## config.mk

```make
export PLATFORM = sky130hd
export DESIGN_NAME = pipelined_addsub
export DESIGN_NICKNAME = d
export VERILOG_FILES = /design/src/rtl/addsub_pkg.sv /design/src/rtl/addsub_chunk.sv /design/src/rtl/pipelined_addsub.sv
export SDC_FILE = /design/constraint.sdc
export NUM_CORES = 1
export LEC_CHECK = 0
export CORE_UTILIZATION = 45
export DETAILED_ROUTE_END_ITERATION = 16
export DONT_BUFFER_PORTS = 1
export MAX_ROUTING_LAYER = met4
export PLACE_DENSITY = 0.64
export SYNTH_ARGS = -nofsm -noshare
export SYNTH_HDL_FRONTEND = slang
export SYNTH_SLANG_ARGS = --single-unit
```

## constraint.sdc

```tcl
create_clock -name clk -period 5.5 [get_ports clk]
set_input_delay 0.825 -clock clk [delete_from_list [all_inputs] [get_ports clk]]
set_output_delay 0.825 -clock clk [all_outputs]
set_load 0.02 [all_outputs]
```

## src/rtl/addsub_pkg.sv

```systemverilog
// Shared definitions for the pipelined adder/subtractor: operation codes,
// flag bit positions and small helpers that turn an op code into the
// operand-B polarity and the initial carry.
package addsub_pkg;

  typedef enum logic [1:0] {
    OP_ADD  = 2'd0,
    OP_SUB  = 2'd1,
    OP_ADDC = 2'd2,
    OP_SUBB = 2'd3
  } addsub_op_e;

  localparam int FLAG_W        = 4;
  localparam int FLAG_CARRY    = 3;
  localparam int FLAG_OVERFLOW = 2;
  localparam int FLAG_ZERO     = 1;
  localparam int FLAG_NEGATIVE = 0;

  // Subtractions add the one's complement of B
  function automatic logic op_inverts_b(input logic [1:0] op);
    return (op == OP_SUB) || (op == OP_SUBB);
  endfunction

  // SUB supplies the +1 of two's complement itself; the carry-using ops take
  // the external carry (for SUBB a 1 means "no borrow")
  function automatic logic op_carry_in(input logic [1:0] op, input logic cin);
    logic c;
    case (op)
      OP_ADD:  c = 1'b0;
      OP_SUB:  c = 1'b1;
      default: c = cin;
    endcase
    return c;
  endfunction

endpackage

```

## src/rtl/addsub_chunk.sv

```systemverilog
// Combinational CHUNK-bit ripple adder. Besides the carry out it exposes the
// carry going into its top bit, so the last stage can derive signed overflow.
module addsub_chunk
  import addsub_pkg::*;
#(
  parameter int CHUNK = 8
) (
  input  logic [CHUNK-1:0] a,
  input  logic [CHUNK-1:0] b,
  input  logic             cin,
  output logic [CHUNK-1:0] sum,
  output logic             cout,
  output logic             msb_cin
);

  logic carry;

  // Ripple the carry bit by bit, remembering the carry into the msb
  always_comb begin
    carry   = cin;
    msb_cin = cin;
    sum     = '0;
    for (int i = 0; i < CHUNK; i++) begin
      if (i == CHUNK - 1) begin
        msb_cin = carry;
      end
      sum[i] = a[i] ^ b[i] ^ carry;
      carry  = (a[i] & b[i]) | (carry & (a[i] ^ b[i]));
    end
    cout = carry;
  end

endmodule

```

## src/rtl/pipelined_addsub.sv

```systemverilog
// Pipelined add/subtract unit. Stage k adds bit slice k of the operands using
// the carry registered by stage k-1; each stage register carries the full
// operands and the partially assembled sum so every beat travels with its own
// data. A single enable stalls the whole pipe when the output is blocked.
module pipelined_addsub
  import addsub_pkg::*;
#(
  parameter int WIDTH  = 32,
  parameter int STAGES = 4
) (
  input  logic              clk,
  input  logic              rst,
  input  logic              in_valid,
  output logic              in_ready,
  input  logic [WIDTH-1:0]  in_a,
  input  logic [WIDTH-1:0]  in_b,
  input  logic [1:0]        in_op,
  input  logic              in_cin,
  output logic              out_valid,
  input  logic              out_ready,
  output logic [WIDTH-1:0]  out_sum,
  output logic [FLAG_W-1:0] out_flags
);

  localparam int CHUNK = WIDTH / STAGES;

  if ((WIDTH % STAGES) != 0) begin : g_bad_split
    $error("pipelined_addsub: WIDTH must be a multiple of STAGES");
  end

  logic             advance;
  logic [WIDTH-1:0] op_b;
  logic             op_cin;

  logic             stage_valid_q [STAGES];
  logic [WIDTH-1:0] stage_a_q     [STAGES];
  logic [WIDTH-1:0] stage_b_q     [STAGES];
  logic [WIDTH-1:0] stage_sum_q   [STAGES];
  logic             stage_carry_q [STAGES];
  logic [FLAG_W-1:0] flags_q;

  logic             stage_valid_d [STAGES];
  logic [WIDTH-1:0] stage_a_d     [STAGES];
  logic [WIDTH-1:0] stage_b_d     [STAGES];
  logic [WIDTH-1:0] stage_sum_d   [STAGES];
  logic             stage_carry_d [STAGES];
  logic             last_msb_cin;
  logic [FLAG_W-1:0] flags_d;

  // One enable for the whole pipe: move whenever the output slot is free
  assign advance   = !stage_valid_q[STAGES-1] || out_ready;
  assign in_ready  = advance;
  assign out_valid = stage_valid_q[STAGES-1];
  assign out_sum   = stage_sum_q[STAGES-1];
  assign out_flags = flags_q;

  // Turn the op code into the effective B operand and the first carry-in
  always_comb begin
    op_b   = op_inverts_b(in_op) ? ~in_b : in_b;
    op_cin = op_carry_in(in_op, in_cin);
  end

  for (genvar k = 0; k < STAGES; k++) begin : g_stage
    logic [WIDTH-1:0] a_src;
    logic [WIDTH-1:0] b_src;
    logic [WIDTH-1:0] sum_src;
    logic             cin_src;
    logic             valid_src;
    logic [CHUNK-1:0] chunk_sum;
    logic             chunk_cout;
    logic             chunk_msb_cin;

    if (k == 0) begin : g_first
      assign a_src     = in_a;
      assign b_src     = op_b;
      assign sum_src   = '0;
      assign cin_src   = op_cin;
      assign valid_src = in_valid;
    end else begin : g_rest
      assign a_src     = stage_a_q[k-1];
      assign b_src     = stage_b_q[k-1];
      assign sum_src   = stage_sum_q[k-1];
      assign cin_src   = stage_carry_q[k-1];
      assign valid_src = stage_valid_q[k-1];
    end

    addsub_chunk #(.CHUNK(CHUNK)) u_chunk (
      .a       (a_src[k*CHUNK +: CHUNK]),
      .b       (b_src[k*CHUNK +: CHUNK]),
      .cin     (cin_src),
      .sum     (chunk_sum),
      .cout    (chunk_cout),
      .msb_cin (chunk_msb_cin)
    );

    // Slices above k are still zero, so the new chunk can be OR-ed into place
    assign stage_sum_d[k]   = sum_src | (WIDTH'(chunk_sum) << (k * CHUNK));
    assign stage_a_d[k]     = a_src;
    assign stage_b_d[k]     = b_src;
    assign stage_carry_d[k] = chunk_cout;
    assign stage_valid_d[k] = valid_src;

    if (k == STAGES - 1) begin : g_last
      assign last_msb_cin = chunk_msb_cin;
    end
  end

  // Flags come from the completed sum leaving the last chunk adder
  always_comb begin
    flags_d                = '0;
    flags_d[FLAG_CARRY]    = stage_carry_d[STAGES-1];
    flags_d[FLAG_OVERFLOW] = last_msb_cin ^ stage_carry_d[STAGES-1];
    flags_d[FLAG_ZERO]     = (stage_sum_d[STAGES-1] == '0);
    flags_d[FLAG_NEGATIVE] = stage_sum_d[STAGES-1][WIDTH-1];
  end

  // Stage registers: flushed by reset, otherwise all shift together on advance
  always_ff @(posedge clk) begin
    if (rst) begin
      for (int k = 0; k < STAGES; k++) begin
        stage_valid_q[k] <= 1'b0;
        stage_a_q[k]     <= '0;
        stage_b_q[k]     <= '0;
        stage_sum_q[k]   <= '0;
        stage_carry_q[k] <= 1'b0;
      end
      flags_q <= '0;
    end else if (advance) begin
      for (int k = 0; k < STAGES; k++) begin
        stage_valid_q[k] <= stage_valid_d[k];
        stage_a_q[k]     <= stage_a_d[k];
        stage_b_q[k]     <= stage_b_d[k];
        stage_sum_q[k]   <= stage_sum_d[k];
        stage_carry_q[k] <= stage_carry_d[k];
      end
      flags_q <= flags_d;
    end
  end

endmodule
```

# After elaboration in Yosys (flattened, before gate mapping)
# Memory sizes are Yosys's and may differ from the RTL's.
# Index checks and enable logic that the tools add are counted.
classes:
  n_mux: 27
  n_eq_ne: 2
  reduce_logical: 5
  bitwise: 185
ops:
  columns: ["op", "count"]
  rows:
  - ["32-bit two-way mux", 13]
  - ["1-bit XOR", 65]
  - ["1-bit bitwise AND", 64]
  - ["1-bit OR", 52]
  - ["32-bit logical NOT", 1]
  - ["32-bit NOT", 1]
  - ["32-bit by 16-bit OR with 32-bit output", 1]
  - ["32-bit by 24-bit OR with 32-bit output", 1]
  - ["32-bit OR", 1]
  - ["1-bit two-way mux", 13]
  - ["2-bit by 1-bit equality test with 1-bit output (second input constant)", 1]
  - ["2-bit equality test (second input constant)", 1]
  - ["2-bit logical NOT", 1]
  - ["1-bit logical OR", 2]
  - ["1-bit case mux with 2 select lines", 1]
  - ["1-bit logical NOT", 1]
word_totals:
  out_inout_bits: 38
  ram_bits: 392
  n_memories: 5
  ff_bits: 4
  in_bits: 71
memory_table:
  columns: ["name", "words", "word_bits", "read_ports", "rd_ports_with_merged_regs", "wr", "line", "source"]
  rows:
  - ["stage_a_q", 4, 32, 3, 0, 4, "pipelined_addsub.sv:36", "logic [WIDTH-1:0] stage_a_q [STAGES];"]
  - ["stage_b_q", 4, 32, 3, 0, 4, "pipelined_addsub.sv:37", "logic [WIDTH-1:0] stage_b_q [STAGES];"]
  - ["stage_sum_q", 4, 32, 4, 0, 4, "pipelined_addsub.sv:38", "logic [WIDTH-1:0] stage_sum_q [STAGES];"]
  - ["stage_carry_q", 4, 1, 3, 0, 4, "pipelined_addsub.sv:39", "logic stage_carry_q [STAGES];"]
  - ["stage_valid_q", 4, 1, 4, 0, 4, "pipelined_addsub.sv:35", "logic stage_valid_q [STAGES];"]

# Longest topological paths before layout
depth:
  word_depth: 21
  depth_mapped: 15
  depth_no_buf: 14

# Cells and area by module
# A second synthesis with hierarchy kept.
unflattened:
  hier_cells: 525
  area_unflattened_um2: 8115.3
by_module_without_submodules:
  columns: ["module", "cells_each", "n_inst", "area_per_inst_um2"]
  rows:
  - ["pipelined_addsub", 453, 1, 7324.5]
  - ["addsub_chunk", 18, 4, 197.7]

# Worst setup path after synthesis
# OpenSTA, ideal clock, no wires.
synth_path:
  path_type: "in2reg"
  from: "input port out_ready"
  to: "memory stage_a_q[0][10], enable pin"
  t_arrival_ns: 4.668
  required_ns: 4.965
  path_stages: 4
  path_buffers: 1
  path_slack_ns: 0.297
  path_cell_list: "nand2b_4 > buf_6 > nor2_1 > inv_1"
synth_rtl:
  columns: ["element", "line", "source"]
  rows:
  - ["start: declaration", "pipelined_addsub.sv:20", "input logic out_ready,"]
  - ["end: declaration", "pipelined_addsub.sv:36", null]

==> reports/metrics.cfg <==
[clock_network]
clkLatencyLatePin_ps=430
cts_tree=built
cts-root-buf=clkbuf_16
ctsHtreeMaxLevel=4
cts_buffer_depth=2
cts.clk_slew.worst_paths_ps=70
postCtsSetupRepairBufs=0
cts_resized=0
ctsHoldBuffers=0
cts_buffers=17
cts.sink_count=187

[floorplan]
fp.dieH_um=135.3
ios=109
die_x_um=135.3
core_um2=17300
initial_utilization=0.4623
dieArea_um2=18310
row_count=48

[logic_synthesis]
syn_inst=515
synth.avg_cell_area_um2=15.53
ys_seq_area_frac=0.6972
synth_seq_cells=187
syn-num-nets=618
synth_cell_types=23
synth_area_um2=7996
yosys_warnings=0

[place]
port_buffers=0
dp_hpwl_mm=7.327
gp_congestion=0.7607
post-place-ws_ps=989.7
placedCellCount=718

[sta]
worstMarginPinSlew_ps=1045
period_minus_slack_ps=4312
tns_ps=0
grt_setup_unrepaired=false
relSlewSlack=0.3037
hold_slack_ps=459.4
finalCritPeriodShare=0.7841
finalSetupViolCount=0
hold_violations=0
slew_viol_final=0
clock.fmax_mhz=231.9
finClkSkew_ps=9.347
fin_ws_ps=1188

[global_route]
grt_overflow=0
grt_pass1_wl_mm=18.56
track_usage=0.1440
antenna_found_initial=0
grt_max_degree=152
grt_pass1_vias=3531

[final_layout]
final_cells=750
areaGrowthSynthToFinish_pct=8.856
post-route-util=0.5033
fin_nets=615
drive_above_1_share=0.06476
n_antenna_cell=0

[detailed_routing]
first_pass_iters=4
drt_iter0_drc=211
wl_per_cell_um=15.72
viasPerCell=4.669
drcViolationCount=0
num_vias=3502
drtAntennaViolNets=0
drt_wl_total_mm=11.79

[power_and_ir_drop]
power_density_nw_per_um2=354.6
worst_ir_drop_vdd_uv=204.3
p_leak_nw=3.515

[worst_setup_path]
critPathRequiredTime_ps=5820
crit_type=flop to flop
critPathMaxFanout=2
cp_data_arrival_time_ps=4640
start_kind=flop
critPathCaptureType=flop

[outcome]
outcome=finished clean

[job]
drv_cap=0

[min_path]
hold_class=primary input to flop

==> kinds of logic after synthesis <==
logic type / synth area share
mux: 0.002504
compound gates: 0.003130
xor+xnor: 0.03614
simple gates: 0.1458
flops: 0.6972
fa+ha+maj: 0.08011
buf+inv: 0.03505
==> registers in the layout, indices dropped and copies added (netlist names) <==
register,cells
stage_b_q,48
out_flags,4
stage_valid_q,4
stage_carry_q,3
stage_a_q,48
stage_sum_q,80
==> metal layers <==
metal / vias up / global-route usage / routed length [um] / share of wire
li1: 1715 / - / - / -
met1: 1681 / 0.1706 / 5183 / 0.44
met2: 86 / 0.2211 / 5821 / 0.49
met3: 20 / 0.03891 / 471 / 0.040
met4: 0 / 0.08489 / 312 / 0.026
met5: - / - / 0 / 0
==> worst max-delay path: stages (launching register included) <==
cell and delay (ps):
edfxtp_1 400, fa_1 450, fa_1 400, fa_1 420, fa_1 420, inv_1 100
fa_1 170, inv_1 50, fa_1 450, fa_1 470, inv_1 100, fa_1 400
nand4_1 90, nor3_1 60, a32o_1 250
==> layout make-up <==
type	instances	area [um2]
Sequential cell	187	5575
Tap cell	225	281.5
Clock inverter	14	128.9
Timing Repair Buffer	3	22.52
Multi-Input combinational cell	272	2143
Inverter	31	123.9
Clock buffer	18	429.2
Fill cell	1495	8592
==> through the flow <==
stage	instance area [um2]	power (W)
after floorplan	7996	0.001906
after global placement	8147	0.001946
after detailed placement	8147	0.001955
after CTS	8705	0.003125
after global routing	8705	0.003203
final	8705	0.003087
==> cell usage after synthesis <==
library cell  number  area share
nand4_1            1     0.00078
xor2_1             2      0.0022
edfxtp_1         183        0.69
nor2b_4            1      0.0017
xnor2_1           31       0.034
clkbuf_1           9      0.0042
nand2_1            2     0.00094
a211oi_1           1     0.00094
buf_6              8       0.011
dfxtp_1            4       0.010
nor2_1            43       0.020
inv_1             31       0.015
a21o_1             1     0.00094
or4_1              1     0.00094
nand2b_4           1      0.0017
nand2b_1           1     0.00078
fa_1              32       0.080
a32o_1             1      0.0013
mux2i_1            2      0.0025
and2_1           145        0.11
buf_2              8      0.0050
nor3_1             1     0.00063
nor4_1             6      0.0047
==> report_power, final <==
group          internal, W  switching, W
logic            0.0000857     0.0000949
registers          0.00168     0.0000549
clock network     0.000662      0.000510
==> worst paths after layout <==
path / slack (ps) / from / cells past startpoint / end
worst max-delay path: 1190 / stage_a_q[0][88] / 14 / out_flags[1]
worst max register to register: 1190 / stage_a_q[0][88] / 14 / out_flags[1]
worst min register to register: 510 / stage_sum_q[0][0] / 1 / stage_sum_q[0][32]
worst min-delay path: 460 / rst / 1 / out_flags[2]
==> placed cells by master (no fill, tap or decap), types with 2 or more instances in the layout <==
cell type and instances:
edfxtp_1 183, and2_1 145, nor2_1 43, fa_1 32, xnor2_1 31, inv_1 30, clkbuf_16 17, nor4_1 6
clkinv_2 4, clkinv_1 4, dfxtp_1 4, buf_4 3, xor2_1 2, mux2i_1 2, nand2_1 2, clkinv_4 2
bufinv_16 2
(Power assumes the default switching activity.)
